$ cat src/rtl/letter_spawner_pkg.sv
// Shared constants, FSM state type and LFSR helpers for the letter spawn engine.
// Consumed by letter_spawner and lfsr16.
package letter_spawner_pkg;

    localparam logic [7:0]  ASCII_A   = 8'd97;
    localparam int unsigned ALPHABET  = 26;
    localparam logic [15:0] LFSR_TAPS = 16'hB400;

    typedef enum logic [1:0] {
        IDLE  = 2'd0,
        DRAW  = 2'd1,
        OFFER = 2'd2
    } state_e;

    // Right-shifting Galois step: the bit shifted out selects whether the taps are applied.
    function automatic logic [15:0] lfsr_next(input logic [15:0] s);
        return s[0] ? ((s >> 1) ^ LFSR_TAPS) : (s >> 1);
    endfunction

    // An all-zero Galois register never leaves zero, so a zero seed becomes 1.
    function automatic logic [15:0] seed_fix(input logic [15:0] s);
        return (s == 16'd0) ? 16'd1 : s;
    endfunction

endpackage

$ cat src/rtl/letter_spawner_if.sv
// Spawn-record bus between the game controller / sprite table and letter_spawner.
// master = the spawner (record producer), slave = controller plus consumer side.
interface letter_spawner_if;

    logic        enable;
    logic [1:0]  level;
    logic        spawn_ready;
    logic        spawn_valid;
    logic [7:0]  spawn_ch;
    logic [3:0]  spawn_speed;
    logic [8:0]  spawn_x;
    logic [9:0]  spawn_y;
    logic [15:0] spawn_count;

    modport master (
        input  enable,
        input  level,
        input  spawn_ready,
        output spawn_valid,
        output spawn_ch,
        output spawn_speed,
        output spawn_x,
        output spawn_y,
        output spawn_count
    );

    modport slave (
        output enable,
        output level,
        output spawn_ready,
        input  spawn_valid,
        input  spawn_ch,
        input  spawn_speed,
        input  spawn_x,
        input  spawn_y,
        input  spawn_count
    );

endinterface

$ cat src/rtl/letter_spawner_lfsr16.sv
// Free-running 16-bit Galois LFSR (taps 16'hB400); advances on every clock edge.
// Asynchronous active-high reset loads SEED, with zero replaced by 1.
module lfsr16
    import letter_spawner_pkg::*;
#(
    parameter logic [15:0] SEED = 16'hACE1
) (
    input  logic        clk,
    input  logic        rst,
    output logic [15:0] state_o
);

    localparam logic [15:0] RESET_VAL = seed_fix(SEED);

    logic [15:0] state_q;

    always_ff @(posedge clk or posedge rst) begin
        if (rst) begin
            state_q <= RESET_VAL;
        end else begin
            state_q <= lfsr_next(state_q);
        end
    end

    assign state_o = state_q;

endmodule

$ cat src/rtl/letter_spawner.sv
// Spawn engine: level-scaled interval counter, IDLE/DRAW/OFFER FSM and valid/ready record output.
// Optional feature macro LETTER_SPAWNER_NO_REPEAT_EN: bump lane/letter that repeat the last accepted record.
module letter_spawner
    import letter_spawner_pkg::*;
#(
    parameter int unsigned LANES      = 70,
    parameter int unsigned LANE_PITCH = 9,
    parameter int unsigned SPEED_MAX  = 4,
    parameter int unsigned INTERVAL   = 25_000_000,
    parameter logic [15:0] SEED       = 16'hACE1
) (
    input  logic              clk,
    input  logic              rst,
    letter_spawner_if.master  sp
);

    localparam logic [31:0] CNT_RESET = 32'(INTERVAL - 32'd1);
    localparam logic [7:0]  ASCII_Z   = 8'(ASCII_A + 8'(ALPHABET - 1));

    logic [15:0] lfsr;

    lfsr16 #(
        .SEED (SEED)
    ) u_lfsr (
        .clk     (clk),
        .rst     (rst),
        .state_o (lfsr)
    );

    state_e      state_q;
    logic [31:0] cnt_q;
    logic        valid_q;
    logic [7:0]  ch_q;
    logic [3:0]  speed_q;
    logic [9:0]  y_q;
    logic [15:0] count_q;

    logic [9:0]  lane_raw_d;
    logic [7:0]  ch_raw_d;
    logic [9:0]  lane_d;
    logic [7:0]  ch_d;
    logic [3:0]  speed_d;
    logic [9:0]  y_d;
    logic [31:0] shifted_d;
    logic [31:0] reload_d;

`ifdef LETTER_SPAWNER_NO_REPEAT_EN
    logic [9:0]  cur_lane_q;
    logic [9:0]  last_lane_q;
    logic [7:0]  last_ch_q;
`endif

    always_comb begin
        lane_raw_d = 10'(32'(lfsr[11:0]) % LANES);
        ch_raw_d   = ASCII_A + 8'(32'(lfsr[7:0]) % ALPHABET);
        speed_d    = 4'd1 + 4'(32'(lfsr[15:12]) % SPEED_MAX);
        lane_d     = lane_raw_d;
        ch_d       = ch_raw_d;
`ifdef LETTER_SPAWNER_NO_REPEAT_EN
        // Lane and letter are checked independently against the last accepted record.
        if (lane_raw_d == last_lane_q) begin
            lane_d = (lane_raw_d == 10'(LANES - 1)) ? 10'd0 : lane_raw_d + 10'd1;
        end
        if (ch_raw_d == last_ch_q) begin
            ch_d = (ch_raw_d == ASCII_Z) ? ASCII_A : ch_raw_d + 8'd1;
        end
`endif
        y_d = 10'(32'(lane_d) * LANE_PITCH);
    end

    // Reload is max(INTERVAL >> level, 1) - 1; a shift down to zero clamps to an immediate draw.
    always_comb begin
        shifted_d = 32'(INTERVAL) >> sp.level;
        reload_d  = (shifted_d == 32'd0) ? 32'd0 : shifted_d - 32'd1;
    end

    always_ff @(posedge clk or posedge rst) begin
        if (rst) begin
            state_q     <= IDLE;
            cnt_q       <= CNT_RESET;
            valid_q     <= 1'b0;
            ch_q        <= ASCII_A;
            speed_q     <= 4'd1;
            y_q         <= 10'd0;
            count_q     <= 16'd0;
`ifdef LETTER_SPAWNER_NO_REPEAT_EN
            cur_lane_q  <= 10'd0;
            last_lane_q <= 10'd0;
            last_ch_q   <= ASCII_A;
`endif
        end else begin
            case (state_q)
                IDLE: begin
                    if (sp.enable) begin
                        if (cnt_q == 32'd0) begin
                            state_q <= DRAW;
                        end else begin
                            cnt_q <= cnt_q - 32'd1;
                        end
                    end
                end
                DRAW: begin
                    ch_q       <= ch_d;
                    speed_q    <= speed_d;
                    y_q        <= y_d;
`ifdef LETTER_SPAWNER_NO_REPEAT_EN
                    cur_lane_q <= lane_d;
`endif
                    valid_q    <= 1'b1;
                    state_q    <= OFFER;
                end
                OFFER: begin
                    // enable is ignored here: an offered record stays up until accepted.
                    if (valid_q && sp.spawn_ready) begin
                        valid_q     <= 1'b0;
                        count_q     <= count_q + 16'd1;
                        cnt_q       <= reload_d;
                        state_q     <= IDLE;
`ifdef LETTER_SPAWNER_NO_REPEAT_EN
                        last_lane_q <= cur_lane_q;
                        last_ch_q   <= ch_q;
`endif
                    end
                end
                default: begin
                    state_q <= IDLE;
                    valid_q <= 1'b0;
                end
            endcase
        end
    end

    assign sp.spawn_valid = valid_q;
    assign sp.spawn_ch    = ch_q;
    assign sp.spawn_speed = speed_q;
    assign sp.spawn_x     = 9'd0;
    assign sp.spawn_y     = y_q;
    assign sp.spawn_count = count_q;

endmodule

$ cat src/flat_wrapper.sv
// flat-port wrapper written by rule: the top's interface ports become plain ports
module letter_spawner_flat import letter_spawner_pkg::*;
#(
    parameter int unsigned LANES      = 70,
    parameter int unsigned LANE_PITCH = 9,
    parameter int unsigned SPEED_MAX  = 4,
    parameter int unsigned INTERVAL   = 25_000_000,
    parameter logic [15:0] SEED       = 16'hACE1
)
  (clk, rst, sp_enable, sp_level, sp_spawn_ready, sp_spawn_valid, sp_spawn_ch, sp_spawn_speed, sp_spawn_x, sp_spawn_y, sp_spawn_count);
  letter_spawner_if sp_i ();
  input  logic clk;
  input  logic rst;
  input wire logic [$bits(sp_i.enable)-1:0] sp_enable;
  input wire logic [$bits(sp_i.level)-1:0] sp_level;
  input wire logic [$bits(sp_i.spawn_ready)-1:0] sp_spawn_ready;
  output wire logic [$bits(sp_i.spawn_valid)-1:0] sp_spawn_valid;
  output wire logic [$bits(sp_i.spawn_ch)-1:0] sp_spawn_ch;
  output wire logic [$bits(sp_i.spawn_speed)-1:0] sp_spawn_speed;
  output wire logic [$bits(sp_i.spawn_x)-1:0] sp_spawn_x;
  output wire logic [$bits(sp_i.spawn_y)-1:0] sp_spawn_y;
  output wire logic [$bits(sp_i.spawn_count)-1:0] sp_spawn_count;
  assign sp_i.enable = sp_enable;
  assign sp_i.level = sp_level;
  assign sp_i.spawn_ready = sp_spawn_ready;
  assign sp_spawn_valid = sp_i.spawn_valid;
  assign sp_spawn_ch = sp_i.spawn_ch;
  assign sp_spawn_speed = sp_i.spawn_speed;
  assign sp_spawn_x = sp_i.spawn_x;
  assign sp_spawn_y = sp_i.spawn_y;
  assign sp_spawn_count = sp_i.spawn_count;
  letter_spawner #(.LANES(LANES), .LANE_PITCH(LANE_PITCH), .SPEED_MAX(SPEED_MAX), .INTERVAL(INTERVAL), .SEED(SEED)) u_core (.clk(clk), .rst(rst), .sp(sp_i));
endmodule
$ cat config.mk
export PLATFORM = sky130hd
export DESIGN_NAME = letter_spawner_flat
export DESIGN_NICKNAME = d
export VERILOG_FILES = /design/src/rtl/letter_spawner_pkg.sv /design/src/rtl/letter_spawner_if.sv /design/src/rtl/letter_spawner_lfsr16.sv /design/src/rtl/letter_spawner.sv /design/src/flat_wrapper.sv
export SDC_FILE = /design/constraint.sdc
export NUM_CORES = 1
export LEC_CHECK = 0
export ABC_CLOCK_PERIOD_IN_PS = 10300
export CAP_MARGIN = 20
export CORE_UTILIZATION = 60
export CTS_BUF_LIST = sky130_fd_sc_hd__clkbuf_16
export DETAILED_ROUTE_END_ITERATION = 8
export PLACE_DENSITY = 0.85
export SKIP_LAST_GASP = 1
export SLEW_MARGIN = 25
export SYNTH_ARGS = -nofsm -noshare
export SYNTH_HDL_FRONTEND = slang
export SYNTH_SLANG_ARGS = --single-unit
$ cat constraint.sdc
create_clock -name clk -period 10.3 [get_ports clk]
set_clock_uncertainty 0.05 [all_clocks]
set_input_delay 1.03 -clock clk [delete_from_list [all_inputs] [get_ports clk]]
set_output_delay 1.03 -clock clk [all_outputs]
set_load 0.02 [all_outputs]
==> results of run 1 <==
synthesized netlist by cell type (5+ instances only):
master / number / area (um2)
a211oi_1: 7 / 52.6
a21o_1: 7 / 52.6
a21oi_1: 54 / 270
a22oi_1: 5 / 37.5
a31oi_1: 14 / 87.6
and2_1: 8 / 50.1
and3_1: 7 / 43.8
buf_4: 10 / 75.1
clkbuf_1: 36 / 135
dfrtp_1: 59 / 1480
dfstp_2: 29 / 762
ha_1: 21 / 263
inv_1: 17 / 63.8
mux2_2: 11 / 124
mux2i_1: 10 / 100
nand2_1: 87 / 327
nand2b_1: 10 / 62.6
nand3_1: 16 / 80.1
nand3b_1: 5 / 37.5
nand4_1: 9 / 56.3
nor2_1: 84 / 315
nor3_1: 31 / 155
nor4_1: 9 / 56.3
o21a_1: 7 / 52.6
o21ai_0: 52 / 260
o22a_1: 6 / 52.6
o22ai_1: 9 / 56.3
o31ai_1: 6 / 45.0
or3_1: 15 / 93.8
xnor2_1: 44 / 385
xor2_1: 14 / 123
power groups by stage:
| stage | Clock, mW | Combinational (mW) | Sequential (mW) |
|---|---|---|---|
| finish | 0.317 | 0.0177 | 0.346 |
| global route | 0.334 | 0.0203 | 0.346 |
| CTS | 0.322 | 0.0178 | 0.346 |
| detailed placement | 0 | 0.0178 | 0.352 |
| global placement | 0 | 0.0173 | 0.352 |
| floorplan | 0 | 0.0147 | 0.352 |
cell families (layout without fill, tap and decap cells):
logic type / Yosys count / in the layout / synth area share (%)
compound gates: 243 / 243 / 25.1
xor+xnor: 58 / 58 / 7.42
fa+ha+maj: 25 / 25 / 4.57
flops: 88 / 88 / 32.7
mux: 22 / 22 / 3.44
other cells: 1 / 10 / 0.0548
buf+inv: 70 / 81 / 4.46
simple gates: 309 / 309 / 22.2
metal layers:
metal  routed length [um]  part of all wire, %  vias to the layer above
met2                 8080                   49                      229
met4                  303                  1.8                        0
met5                    0                    0                        -
li1                     -                    -                     3019
met3                  747                  4.5                       39
met1                 7390                   45                     3028
flip-flops by register name (all words and copies together), names as in the netlist:
name	cells
u_core.sp.spawn_count	16
u_core.u_lfsr.state_o	16
u_core.sp.spawn_ch	8
u_core.sp.spawn_y	10
u_core.sp.spawn_valid	1
u_core.state_q	2
u_core.cnt_q	32
u_core.sp.spawn_speed	3
path summary, 6_finish.rpt:
| check | endpoint | slack, ns |
|---|---|---|
| worst max-delay path | u_core.sp.spawn_y[9]$_DFFE_PP0P_ | 2.01 |
| worst min-delay path | u_core.u_lfsr.state_o[14]$_DFF_PP0_ | 0.34 |
| worst max register to register | u_core.sp.spawn_y[9]$_DFFE_PP0P_ | 2.01 |
| worst min register to register | u_core.u_lfsr.state_o[14]$_DFF_PP0_ | 0.34 |
| max in group asynchronous | u_core.u_lfsr.state_o[9]$_DFF_PP0_ | 8.40 |
| min in group asynchronous | u_core.sp.spawn_count[15]$_DFFE_PP0P_ | 0.86 |
stage by stage:
| stage | cells | utilization (%) |
|---|---|---|
| global placement | 960 | 66.3 |
| floorplan | 825 | - |
| finish | 976 | 68.9 |
| global route | 976 | 68.9 |
| CTS | 976 | 68.9 |
| detailed placement | 960 | 66.3 |
layout make-up:
class | instances | area share, %
clock buffers | 9 | 2.98
inverters | 18 | 0.909
multi-input cells | 667 | 57.3
flip-flops and latches | 88 | 29.6
clock inverters | 7 | 0.810
repair buffers | 47 | 6.13
well taps | 140 | 2.31
==> summary.txt, run 1 <==
status -> completed
Synth Instances -> 816
vias in the first global route -> 5943
port bufs -> 43
first-pass GRT wire length -> 27700 um
final setup TNS -> 0 ns
most frequent cells in the layout -> 87 x nand2_1, 84 x nor2_1, 59 x dfrtp_1
row count -> 38
reg2reg path depth -> 30
layout cells sized above 1 -> 10.4%
met3 GRT Util -> 4.24%
design area -> 7570 um2
postcts setup bufs -> 0
Cell Int Power -> 0.518 mW
f_max -> 0.121 GHz
flops & latches, synth -> 88
RSZ-0062 raised after global routing -> false
I/O Pins -> 54
Pins Over Slew Limit -> 0
RR Startpoint -> u_core.u_lfsr.state_o[9]$_DFF_PP0_
dpl hpwl -> 11500 um
vias per cell -> 6.47
number of buffers created by CTS -> 9
Die W -> 109 um
most common cell after layout, fill and taps aside -> nand2_1
LEAKAGE -> 3.19 nW
met2 usage -> 48.6%
EDFF count, synth -> 0
pwr/cell area -> 89.9 nW/um2
Slew @ Worst Pin -> 0.879 ns
Initial Util -> 62.3%
Post-synth top flop -> dfrtp_1
max_cap viols -> 0
Final setup viols -> 0
FF/Latch Area -> 2240 um2
Worst setup startpoint -> u_core.u_lfsr.state_o[9]$_DFF_PP0_
Layout Area Growth over Synthesis -> 10.6%
kind of cell adding the most delay to the critical path -> compound AO/OA/AOI/OAI gates
Hold Path Cell Cnt -> 0
antenna violations before repair -> 0
Die ar. -> 11800 um2
# fillers -> 825
CP max stage delay -> 0.65 ns
antenna-violating nets left -> 0
Bufs on Longest Clock Path -> 2
height of the die -> 109 um
DRC errors left -> 0
PnR worst setup slack -> 2.01 ns
Max FO, Critical Path -> 17
Worst setup EP type -> register
Hold Slack -> 0.340 ns
Starting DRT DRC Count -> 836
grt peak-use layer -> met2
FFs w/ async S/R, synth -> 100%
clock slew at reported path FFs -> 0.07 ns
Worst Path Arrival -> 8.47 ns
Area after DPL -> 7280 um2
largest net degree at the start of global routing -> 83
post-synthesis sequential area ratio -> 32.7%
post-route minimum period -> 8.29 ns
Vias -> 6315
GP Congestion -> 0.903
GR Overflow Total -> 0
Total Nets Final -> 859
DR pass1 iterations -> 6
Synthesis Warnings -> 0
DP Worst Slack -> 2.10 ns
Hold WC Path Type -> register to register
Clock Latency Late Sink -> 0.34 ns
final wirelength -> 16500 um
Flop pwr share -> 50.8%
Placeable Area -> 11000 um2
portion of total power attributed to combinational logic -> 2.6%
Yosys cell types -> 91
Synth Area per Inst -> 8.39 um2
CP Class -> register to register
CTS tree -> done
clock sink count -> 88
met1 usage -> 38.4%
critical path required time -> 10.48 ns
CTS Root Cell -> clkbuf_16
maximum vdd drop -> 0.0956 mV
Min-Delay Startpoint -> u_core.u_lfsr.state_o[15]$_DFF_PP1_
Crit. path cell count -> 30
Switching Fraction -> 23.9%
area of the multi-input gates -> 4340 um2
most frequent CP cell -> xnor2_1
period utilisation layout -> 80.4%
htree depth -> 3
cts hold-fix bufs -> 0
# resized after CTS -> 0
total power -> 0.681 mW
P_sw -> 0.162 mW
Slowest-stage cell, CP -> xnor2_1
slew margin rel. -> 41.2%
gr usage total -> 28.9%
WP buf/inv -> 0
Worst Setup Start Kind -> register
Post-Syn Area -> 6840 um2
Hold Vio Cnt, Final -> 0
Ant. Diodes -> 0
WL/cell -> 16.9 um
clock power share -> 46.6%
(Power assumes the default switching activity.)
==> run 2, diff against run 1 <==
--- a/config.mk
+++ b/config.mk
@@ -5,12 +5,12 @@
 export SDC_FILE = /design/constraint.sdc
 export NUM_CORES = 1
 export LEC_CHECK = 0
-export ABC_CLOCK_PERIOD_IN_PS = 10300
+export ABC_CLOCK_PERIOD_IN_PS = 6950
 export CAP_MARGIN = 20
-export CORE_UTILIZATION = 60
+export CORE_UTILIZATION = 54
 export CTS_BUF_LIST = sky130_fd_sc_hd__clkbuf_16
 export DETAILED_ROUTE_END_ITERATION = 8
-export PLACE_DENSITY = 0.85
+export PLACE_DENSITY = 0.81
 export SKIP_LAST_GASP = 1
 export SLEW_MARGIN = 25
 export SYNTH_ARGS = -nofsm -noshare
==> constraint.sdc (replaced) <==
create_clock -name clk -period 6.95 [get_ports clk]
set_clock_uncertainty 0.05 [all_clocks]
set_input_delay 0.695 -clock clk [delete_from_list [all_inputs] [get_ports clk]]
set_output_delay 0.695 -clock clk [all_outputs]
set_load 0.02 [all_outputs]
==> run 2 against run 1 <==
The flow now finishes with violations (setup timing). Power increased by 50%. First-iteration DRC count is 11% higher. Sequential share of layout area down 4.8 points. Non-clock buffer count increased by 118. Sequential power up 48%. Sequential cell count stayed put. Combinational power rose by 47%. Largest cell class unchanged. Largest power group unchanged.
==> summary.txt, run 2 (synthesis results as in run 1) <==
htree depth -> 3
status -> finished, violations left
final wirelength -> 20600 um
DRC errors left -> 0
most frequent cells in the layout -> 112 x buf_4, 85 x nand2_1, 79 x nor2_1
Bufs on Longest Clock Path -> 2
Layout Area Growth over Synthesis -> 32.2%
DP Worst Slack -> -0.359 ns
first-pass GRT wire length -> 31900 um
Reg with most FFs -> u_core.cnt_q
vias in the first global route -> 6601
GP Congestion -> 0.937
post-route minimum period -> 7.31 ns
Reg2Reg Setup Slack -> -0.36 ns
Placeable Area -> 12200 um2
dpl hpwl -> 12800 um
f_max -> 0.137 GHz
DR pass1 iterations -> 6
Worst setup EP type -> register
Worst Path Arrival -> 7.49 ns
cts hold-fix bufs -> 0
CTS tree -> done
RSZ-0062 raised after global routing -> true
Hold Vio Cnt, Final -> 0
WL/cell -> 18.3 um
Max FO, Critical Path -> 5
number of buffers created by CTS -> 9
Total Nets Final -> 977
clock sink count -> 88
Slew @ Worst Pin -> 0.897 ns
Clock Latency Late Sink -> 0.35 ns
CP max stage delay -> 0.41 ns
Vias -> 7103
clock slew at reported path FFs -> 0.06 ns
Pins Over Slew Limit -> 0
CP Class -> register to register
Initial Util -> 56.3%
PnR worst setup slack -> -0.359 ns
kind of cell adding the most delay to the critical path -> compound AO/OA/AOI/OAI gates
largest net degree at the start of global routing -> 68
vias per cell -> 6.33
height of the die -> 115 um
period utilisation layout -> 105%
failing checks -> setup timing
CTS Root Cell -> clkbuf_16
maximum vdd drop -> 0.113 mV
# fillers -> 856
port bufs -> 43
max_cap viols -> 0
gr usage total -> 30.3%
Hold Slack -> 0.345 ns
antenna violations before repair -> 0
Slowest-stage cell, CP -> dfrtp_1
Worst Setup Start Kind -> register
max reg flops -> 32
Die ar. -> 13100 um2
critical path required time -> 7.13 ns
Starting DRT DRC Count -> 928
final setup TNS -> -0.359 ns
WP buf/inv -> 5
Ant. Diodes -> 0
row count -> 40
slew margin rel. -> 39.7%
antenna-violating nets left -> 0
Hold WC Path Type -> register to register
Die W -> 115 um
most common cell after layout, fill and taps aside -> buf_4
I/O Pins -> 54
LEAKAGE -> 3.88 nW
layout cells sized above 1 -> 27.9%
pwr/cell area -> 113 nW/um2
Final setup viols -> 1
GR Overflow Total -> 0
run 2: per-layer routing:
layer / up-vias / GRT usage, % / wire, um
li1: 3269 / - / -
met1: 3392 / 38.5 / 8380
met2: 373 / 53.1 / 10300
met3: 69 / 3.55 / 1300
met4: 0 / 10.9 / 567
met5: - / 0 / 0
run 2: stage by stage:
stage                     utilization [%]  total power [mW]  cells  cell area [um2]
after floorplan                         -             0.544    825             6930
after global placement               65.4             0.547   1067             7960
after detailed placement             65.4             0.548   1067             7960
after CTS                            72.4              1.02   1109             8800
after global routing                 74.4              1.05   1122             9050
final                                74.4              1.02   1122             9050
run 2: cell type report:
class,count,area [um2],area share (%)
well taps,168,210,2.32
clock buffers,9,225,2.49
repair buffers,165,1380,15.3
multi-input cells,667,4850,53.7
flip-flops and latches,88,2240,24.8
inverters,18,68.8,0.761
clock inverters,7,65.1,0.719
run 2: path summary, 6_finish.rpt:
kind / to / depth (start not counted) / from
max: u_core.sp.spawn_y[9]$_DFFE_PP0P_ / 35 / u_core.u_lfsr.state_o[9]$_DFF_PP0_
min: u_core.u_lfsr.state_o[14]$_DFF_PP0_ / 0 / u_core.u_lfsr.state_o[15]$_DFF_PP1_
max reg2reg: u_core.sp.spawn_y[9]$_DFFE_PP0P_ / 35 / u_core.u_lfsr.state_o[9]$_DFF_PP0_
min reg2reg: u_core.u_lfsr.state_o[14]$_DFF_PP0_ / 0 / u_core.u_lfsr.state_o[15]$_DFF_PP1_
max in group asynchronous: u_core.u_lfsr.state_o[8]$_DFF_PP0_ / 3 / rst
min in group asynchronous: u_core.sp.spawn_count[15]$_DFFE_PP0P_ / 2 / rst
run 2: power breakdown:
part           leakage, nW  switching, mW  internal, mW  total [mW]
Clock                0.148          0.203         0.276       0.479
Combinational         2.62         0.0202       0.00588      0.0261
Sequential            1.11              0         0.513       0.513
run 2: repair_timing:
item                                    4_1_cts  5_1_grt
hold endpoints to repair                      0        0
buffers inserted                             27       13
endpoints found under the setup margin        1        2
gates resized for setup                      63       31
pin swaps                                    44       42
